<file path="config.mk">
export PLATFORM = sky130hd
export DESIGN_NAME = fwd_ctrl_unit
export DESIGN_NICKNAME = d
export VERILOG_FILES = /design/src/rtl/fwd_ctrl_unit.sv
export SDC_FILE = /design/constraint.sdc
export NUM_CORES = 1
export LEC_CHECK = 0
export CORE_ASPECT_RATIO = 1.75
export CORE_MARGIN = 10
export CORE_UTILIZATION = 45
export CTS_BUF_LIST = sky130_fd_sc_hd__clkbuf_4 sky130_fd_sc_hd__clkbuf_8
export CTS_CLUSTER_DIAMETER = 60
export DETAILED_ROUTE_END_ITERATION = 10
export DONT_BUFFER_PORTS = 1
export SETUP_SLACK_MARGIN = 0.5
export SLEW_MARGIN = 15
export SYNTH_ARGS = -nofsm -noshare
export SYNTH_HDL_FRONTEND = slang
export SYNTH_SLANG_ARGS = --single-unit
export TNS_END_PERCENT = 10
</file>
<file path="constraint.sdc">
create_clock -name in_clk -period 2.2 [get_ports in_clk]
set_clock_uncertainty 0.2 [all_clocks]
set_input_delay 0.44 -clock in_clk [delete_from_list [all_inputs] [get_ports in_clk]]
set_output_delay 0.44 -clock in_clk [all_outputs]
set_load 0.03 [all_outputs]
</file>
<file path="src/rtl/fwd_ctrl_unit.sv">
// fwd_ctrl_unit: EX-stage operand forwarding selects, load-use stall and stall counter
// for the 16-bit pipelined datapath.
module fwd_ctrl_unit #(
  parameter int REG_AW = 4,
  parameter int CNT_W  = 16
) (
  input  logic              in_clk,
  input  logic              in_rst_n,
  input  logic              in_id_valid,
  input  logic [REG_AW-1:0] in_id_rs1,
  input  logic              in_id_rs1_used,
  input  logic [REG_AW-1:0] in_id_rs2,
  input  logic              in_id_rs2_used,
  input  logic [REG_AW-1:0] in_id_rd,
  input  logic              in_id_wr_en,
  input  logic              in_id_is_load,
  input  logic              in_flush,
  input  logic              in_cnt_clr,
  output logic [1:0]        out_cntrl_m2,
  output logic [1:0]        out_cntrl_m3,
  output logic              out_stall,
  output logic              out_ex_valid,
  output logic [CNT_W-1:0]  out_stall_cnt
);
  localparam logic [1:0] SEL_RF  = 2'b11;
  localparam logic [1:0] SEL_ALU = 2'b01;
  localparam logic [1:0] SEL_WB  = 2'b00;
  logic              ex_v_q, ex_we_q, ex_ld_q, mem_v_q, mem_we_q;
  logic [REG_AW-1:0] ex_rd_q, mem_rd_q;
  logic [1:0]        m2_q, m3_q, m2_d, m3_d;
  logic [CNT_W-1:0]  cnt_q, cnt_d;
  logic              ex_hit1, ex_hit2, mem_hit1, mem_hit2, advance;
  // r0 is hardwired zero, so a tag of 0 never counts as a producer
  always_comb begin
    ex_hit1   = in_id_rs1_used && ex_v_q && ex_we_q && ex_rd_q != '0 && ex_rd_q == in_id_rs1;
    ex_hit2   = in_id_rs2_used && ex_v_q && ex_we_q && ex_rd_q != '0 && ex_rd_q == in_id_rs2;
    mem_hit1  = in_id_rs1_used && mem_v_q && mem_we_q && mem_rd_q != '0 && mem_rd_q == in_id_rs1;
    mem_hit2  = in_id_rs2_used && mem_v_q && mem_we_q && mem_rd_q != '0 && mem_rd_q == in_id_rs2;
    out_stall = in_id_valid && !in_flush && ex_ld_q && (ex_hit1 || ex_hit2);
    advance   = in_id_valid && !out_stall && !in_flush;
    m2_d      = !advance ? SEL_RF : ex_hit1 ? SEL_ALU : mem_hit1 ? SEL_WB : SEL_RF;
    m3_d      = !advance ? SEL_RF : ex_hit2 ? SEL_ALU : mem_hit2 ? SEL_WB : SEL_RF;
    cnt_d     = in_cnt_clr ? '0 : (out_stall && cnt_q != '1) ? cnt_q + CNT_W'(1) : cnt_q;
  end
  always_ff @(posedge in_clk or negedge in_rst_n) begin
    if (!in_rst_n) begin
      ex_v_q   <= 1'b0;
      ex_we_q  <= 1'b0;
      ex_ld_q  <= 1'b0;
      ex_rd_q  <= '0;
      mem_v_q  <= 1'b0;
      mem_we_q <= 1'b0;
      mem_rd_q <= '0;
      m2_q     <= SEL_RF;
      m3_q     <= SEL_RF;
      cnt_q    <= '0;
    end else begin
      ex_v_q   <= advance;
      ex_we_q  <= in_id_wr_en;
      ex_ld_q  <= advance && in_id_is_load;
      ex_rd_q  <= in_id_rd;
      mem_v_q  <= ex_v_q && !in_flush;
      mem_we_q <= ex_we_q;
      mem_rd_q <= ex_rd_q;
      m2_q     <= m2_d;
      m3_q     <= m3_d;
      cnt_q    <= cnt_d;
    end
  end
  assign out_cntrl_m2  = m2_q;
  assign out_cntrl_m3  = m3_q;
  assign out_ex_valid  = ex_v_q;
  assign out_stall_cnt = cnt_q;
endmodule

</file>
==> impl_metrics.yaml <==
routing:
  drt-initial-drc-count: 53
  routed_wl_mm: 5.049
  firstDrtPassIters: 4
  ant_nets: 0
  via_per_inst: 5.856
  avgRoutedWirePerCell_um: 19.13
  num_vias: 1546
  drc: 0
global_routing:
  antenna_found_initial: 0
  grt_pass1_vias: 1603
  overflow: 0
  grt_start_max_net_pins: 34
  grt_pass1_wl_mm: 7.465
  grt_usage: 0.1410
clock_tree:
  cts_root_buffer: "clkbuf_8"
  cts_made_buffers: 5
  cts_sinks: 33
  clk_pin_slew_worst_paths_ns: 0.07
  clk_latency_ns: 0.28
  cts_max_path_buffers: 2
  cts.htree.levels: 2
  cts_tree: "built"
sta:
  layout_setup_ws_ns: -0.03991
  drv_slew: 0
  rsz0062_at_grt: "true"
  post-route-min-period_ns: 2.240
  worst_pin_slew_ns: 0.4332
  setup_viol: 5
  max_clock_freq_ghz: 0.4464
  relSlewSlack: 0.7103
  fin_crit_sh: 1.018
  finalHoldViolCount: 0
power_and_ir_drop:
  p_per_area_nw_per_um2: 494.3
  swShare: 0.2397
  p_leak_nw: 0.9087
  switching_power_w: 0.0002866
  clkPwrFrac: 0.371
  ir_drop_mv: 0.4215
  power.share.sequential: 0.532
  totalPowerFinal_w: 0.001196
  intPower_w: 0.0009089
  p_comb_frac: 0.097
cells_and_area:
  seqCellArea_um2: 847.1
  area_delta_synth_final_pct: 41.92
  num_antenna_cells: 0
  nets: 239
  multi_input_area_um2: 1060
  drive_gt1_frac: 0.4679
  n_fill_cell: 287
synth:
  synth-seq-cells: 33
  ys.flop_type: "dfrtp_1"
  yosysUniqueCellTypes: 31
  netlist_area_um2: 1704
  synth_edf_count: 0
  async_flop_share: 1.000
  yosysWarnings: 0
  syn_area_per_cell_um2: 9.908
  syn_inst: 172
  yosysSeqAreaShare: 0.4875
  syn-num-nets: 194
placement:
  dp_hpwl_mm: 3.498
  place_congestion: 0.8505
  place_ws_ns: -0.06341
  io_buffers: 0
critical_path:
  cp_slowest_cell: "or4_4"
  path_max_fanout: 6
  crit_buf_inv: 1
  end_kind: "flop"
  cp_top_family: "simple AND/OR/NAND/NOR gates"
  path_class: "reg -> reg"
  startpoint_type: "flop"
  cpPeakStageDelay_ns: 0.53
  path_cells: "xnor2_2 -> nand3_2 -> o22ai_4 -> buf_6 -> nand3_4 -> or4_4 -> a21oi_2"
  arrival_ns: 2.24
  required_ns: 2.20
job:
  maxCapViolCount: 0
die:
  coreArea_um2: 3628
  placementRows: 29
  dieArea_um2: 6745
  initial_core_util: 0.4697
  die_w_um: 66.52
  fp.dieH_um: 101.4
  ios: 43
outcome:
  status: "finished, violations left"
  violations: "negative setup slack"
hold_path:
  hold_class: "in -> reg"
cells in the mapped netlist, types with 3 or more instances:
cell type,instances,share of area
nand3_2,3,0.018
inv_1,5,0.011
xnor2_1,11,0.057
o31ai_1,11,0.048
o21ai_0,7,0.021
nor2_1,15,0.033
nor4_1,3,0.011
nand3_1,6,0.018
dfstp_2,4,0.062
nor3_1,3,0.0088
a21oi_1,18,0.053
nor2b_1,3,0.011
or3_1,5,0.018
nand2_1,13,0.029
nand4_1,8,0.029
or4_1,8,0.035
xor2_1,7,0.036
dfrtp_1,29,0.43
metrics by stage:
| stage | utilization | TNS (ns) | hold slack [ns] | instances | instance area (um^2) |
|---|---|---|---|---|---|
| after floorplan | - | 0 | -0.05559 | 172 | 1765 |
| after global placement | 0.5479 | -0.1028 | -0.05446 | 241 | 1988 |
| after detailed placement | 0.5479 | -0.1936 | -0.05442 | 241 | 1988 |
| after CTS | 0.6234 | -0.07341 | 0.007345 | 259 | 2262 |
| after global routing | 0.6666 | -1.017 | 0.001284 | 264 | 2419 |
| final | 0.6666 | -0.1119 | 0.01247 | 264 | 2419 |
path summary, 6_finish.rpt:
path / start / endpoint / slack (ns) / cells after the start
max: ex_rd_q[3] / out_stall_cnt[11] / -0.04 / 7
min: in_cnt_clr / out_stall_cnt[1] / 0.01 / 1
max reg2reg: ex_rd_q[3] / out_stall_cnt[11] / -0.04 / 7
min reg2reg: ex_we_q / mem_we_q / 0.18 / 0
max in group asynchronous: in_rst_n / out_cntrl_m3[0] / 1.14 / 2
min in group asynchronous: in_rst_n / mem_rd_q[3] / 0.41 / 2
per-layer routing:
| metal | share of wire | vias to the layer above | global-route usage |
|---|---|---|---|
| met4 | 0.013 | 0 | 0.05024 |
| met2 | 0.59 | 53 | 0.2709 |
| met1 | 0.32 | 766 | 0.1213 |
| met3 | 0.080 | 8 | 0.06188 |
| met5 | 0 | - | 0 |
| li1 | - | 719 | - |
area by class of cell:
class,count,share of cell area
clock buffers,6,0.03156
clock inverters,2,0.004139
inverters,5,0.007760
multi-input cells,131,0.4382
flip-flops and latches,33,0.3502
well taps,46,0.02380
repair buffers,41,0.1443
what timing repair did:
item	4_1_cts	5_1_grt
cloned	0	1
hold buffers	7	1
resized for setup	21	25
pin swaps	9	20
setup endpoints to repair	21	23
hold endpoints to repair	38	7
buffers inserted	3	3
registers in the layout, summed over array words and instances (netlist names):
| signal | flops |
|---|---|
| mem_we_q | 1 |
| out_cntrl_m3 | 2 |
| ex_rd_q | 4 |
| mem_v_q | 1 |
| out_ex_valid | 1 |
| ex_we_q | 1 |
| ex_ld_q | 1 |
| out_stall_cnt | 16 |
| mem_rd_q | 4 |
| out_cntrl_m2 | 2 |
placed cells by master, fill, tap and decap left out, drive strengths merged, types with 2 or more instances in the layout:
master        n
nor4          3
and2          2
nor2         15
xor2          7
nand3        10
nor3          3
nand4         8
dfrtp        29
a21oi        18
xnor2        11
inv           5
buf          34
dlygate4sd3   7
or4           8
clkbuf        6
or3           5
nand2        13
nor2b         3
clkinv        2
o21ai         7
o31ai        11
dfstp         4
power by group through the flow:
stage	logic (W)	clock network (W)	registers, W
2_1_floorplan	0.0000544	0	0.000643
3_3_place_gp	0.0000607	0	0.000643
3_5_place_dp	0.0000619	0	0.000644
4_1_cts	0.000102	0.000455	0.000636
5_1_grt	0.000125	0.000480	0.000637
6_report	0.000117	0.000443	0.000636
cell families (layout without fill, tap and decap cells):
family | after synthesis | in the layout | synth area share
XOR/XNOR | 18 | 18 | 0.09251
AO/OA/AOI/OAI | 38 | 38 | 0.1432
adder cells (fa/ha/maj) | 1 | 1 | 0.007341
buffers and inverters | 9 | 54 | 0.03304
multiplexers | 1 | 1 | 0.005874
flip-flops | 33 | 33 | 0.4875
AND/OR/NAND/NOR | 72 | 73 | 0.2306
No activity file was read; power rests on OpenSTA's default activity.
==> RTL change: new RTL, config.mk and constraints unchanged <==
Set the parameter `REG_AW` to 6 (it was 4).
--- a/src/rtl/fwd_ctrl_unit.sv
+++ b/src/rtl/fwd_ctrl_unit.sv
@@ -1,7 +1,7 @@
 // fwd_ctrl_unit: EX-stage operand forwarding selects, load-use stall and stall counter
 // for the 16-bit pipelined datapath.
 module fwd_ctrl_unit #(
-  parameter int REG_AW = 4,
+  parameter int REG_AW = 6,
   parameter int CNT_W  = 16
 ) (
   input  logic              in_clk,
Ports: changed (resized in_id_rd, in_id_rs1 and in_id_rs2); port bits go from 43 to 49. No check against the original RTL was run, so the function may have changed too.
==> RTL change against the unedited design <==
- the run still ends with setup timing left
- total power is 20% higher
- sequential share of layout area is 2.6 points higher
- utilization is 2.9 points lower
- final area is 2.8% higher
- die area is 5.1% higher
- setup slack worse by 0.26 ns
- clock power is 36% higher
- area after synthesis is 6.8% higher
- wire length is 4.1% higher
- sequential cell count is 4 higher
- synthesized cell count stayed put
- first-iteration DRC count is 17% lower
- critical endpoint is now out_stall
==> RTL change: results (changes against the unedited design) <==
* Post_cts resized at 3 (was 21)
* Met1 usage at 13.0% (was 12.1%)
* List of most frequent post-synthesis cells: dfrtp_1 (33), xnor2_1 (18), a21oi_1 (13), nand3_1 (11), nand2_1 (10) (was dfrtp_1 (29), a21oi_1 (18), nor2_1 (15), nand2_1 (13))
* PD cells at 578 nW/um2 (was 494 nW/um2)
* Inst Count DP at 245 (was 241)
* Vias in the first global route at 1606 (was 1603)
* Failing checks: setup timing (unchanged)
* Post-synth cell types at 35 (was 31)
* WL met3 at 442 um (was 405 um)
* Synth area leaders: dfrtp_1 (45%), xnor2_1 (8.7%), dfstp_2 (5.8%), a21oi_1 (3.6%), xor2_1 (3.4%) (was dfrtp_1 (43%), dfstp_2 (6.2%), xnor2_1 (5.7%), a21oi_1 (5.3%), o31ai_1 (4.8%))
* Clk. pwr at 0.000604 W (was 0.000443 W)
* Seq. pwr at 0.000710 W (was 0.000636 W)
* WL met1 at 1640 um (was 1610 um)
* Switching Share at 21.3% (was 24.0%)
* Setup ws final at -0.299 ns (was -0.0399 ns)
* Syn avg cell area at 10.6 um2 (was 9.91 um2)
* VDD IR max at 0.000387 V (was 0.000421 V)
* GPL Wtd Cong at 0.991 (was 0.851)
* Via density at 5.68 (was 5.86)
* Leakage power at 0.999 nW (was 0.909 nW)
* Share of cells above drive strength 1 at 33.0% (was 46.8%)
* Placed instance area at 2080 um2 (was 1990 um2)
* Pin count of the biggest net entering global routing at 38 (was 34)
* Status: finished, violations left (unchanged)
* Global-route usage over all layers at 14.3% (was 14.1%)
* Layout Cells excl Fill at 275 (was 264)
* Sequential cell area fraction in the yosys report at 51.2% (was 48.8%)
* First-pass GRT wire length at 7960 um (was 7470 um)
* CP Data Arrival Time at 1.86 ns (was 2.24 ns)
* GR Util met2 at 27.3% (was 27.1%)
* Final setup fails at 17 (was 5)
* Final HPWL DP at 3740 um (was 3500 um)
* WHS at 0.0174 ns (was 0.0125 ns)
* Post-CTS setup buffer count at 2 (was 3)
* Slew @ Worst Pin at 0.678 ns (was 0.433 ns)
* CP Max Fanout at 4 (was 6)
## RTL change: changes by cell type after synthesis, moves of 5 or more
cell	delta
nand3_1	+5
a21oi_1	-5
xnor2_1	+7
nor2_1	-8
o21ai_0	-7
o21ai_1	+7
o31ai_1	-6
## RTL change: worst max-delay path, cell delays in order (launching register included)
cell and delay (ns):
dfrtp_2 0.45, xnor2_2 0.19, nand4_1 0.15, nor4_2 0.29, buf_4 0.19, nor2_4 0.05, nor2_2 0.11, buf_6 0.15
## RTL change: kinds of logic (layout without fill, tap and decap cells)
kind of cell / after synthesis / in the layout / share of synthesized area [%]
multiplexers: 2 / 2 / 1.17
flip-flops: 37 / 37 / 51.2
buffers and inverters: 9 / 63 / 3.16
XOR/XNOR: 25 / 25 / 12.0
AND/OR/NAND/NOR: 67 / 67 / 20.9
AO/OA/AOI/OAI: 31 / 32 / 10.9
adder cells (fa/ha/maj): 1 / 1 / 0.688
## RTL change: worst paths after layout
| check | from | endpoint | cells after the start |
|---|---|---|---|
| worst max register to register | ex_rd_q[1] | out_stall_cnt[1] | 7 |
| worst min register to register | ex_we_q | mem_we_q | 0 |
| min in group asynchronous | in_rst_n | out_stall_cnt[3] | 2 |
| max in group asynchronous | in_rst_n | out_cntrl_m3[1] | 2 |
| worst max-delay path | ex_rd_q[4] | out_stall | 7 |
| worst min-delay path | in_cnt_clr | out_stall_cnt[12] | 1 |
## RTL change: cell type report
type,count,area (um2),area share [%]
tap,48,60.1,2.41
multi-input combinational,127,922,37.1
clock inverter,2,37.5,1.51
sequential,37,935,37.6
clock buffer,6,82.6,3.32
inverter,4,15.0,0.604
timing repair buffer,51,435,17.5
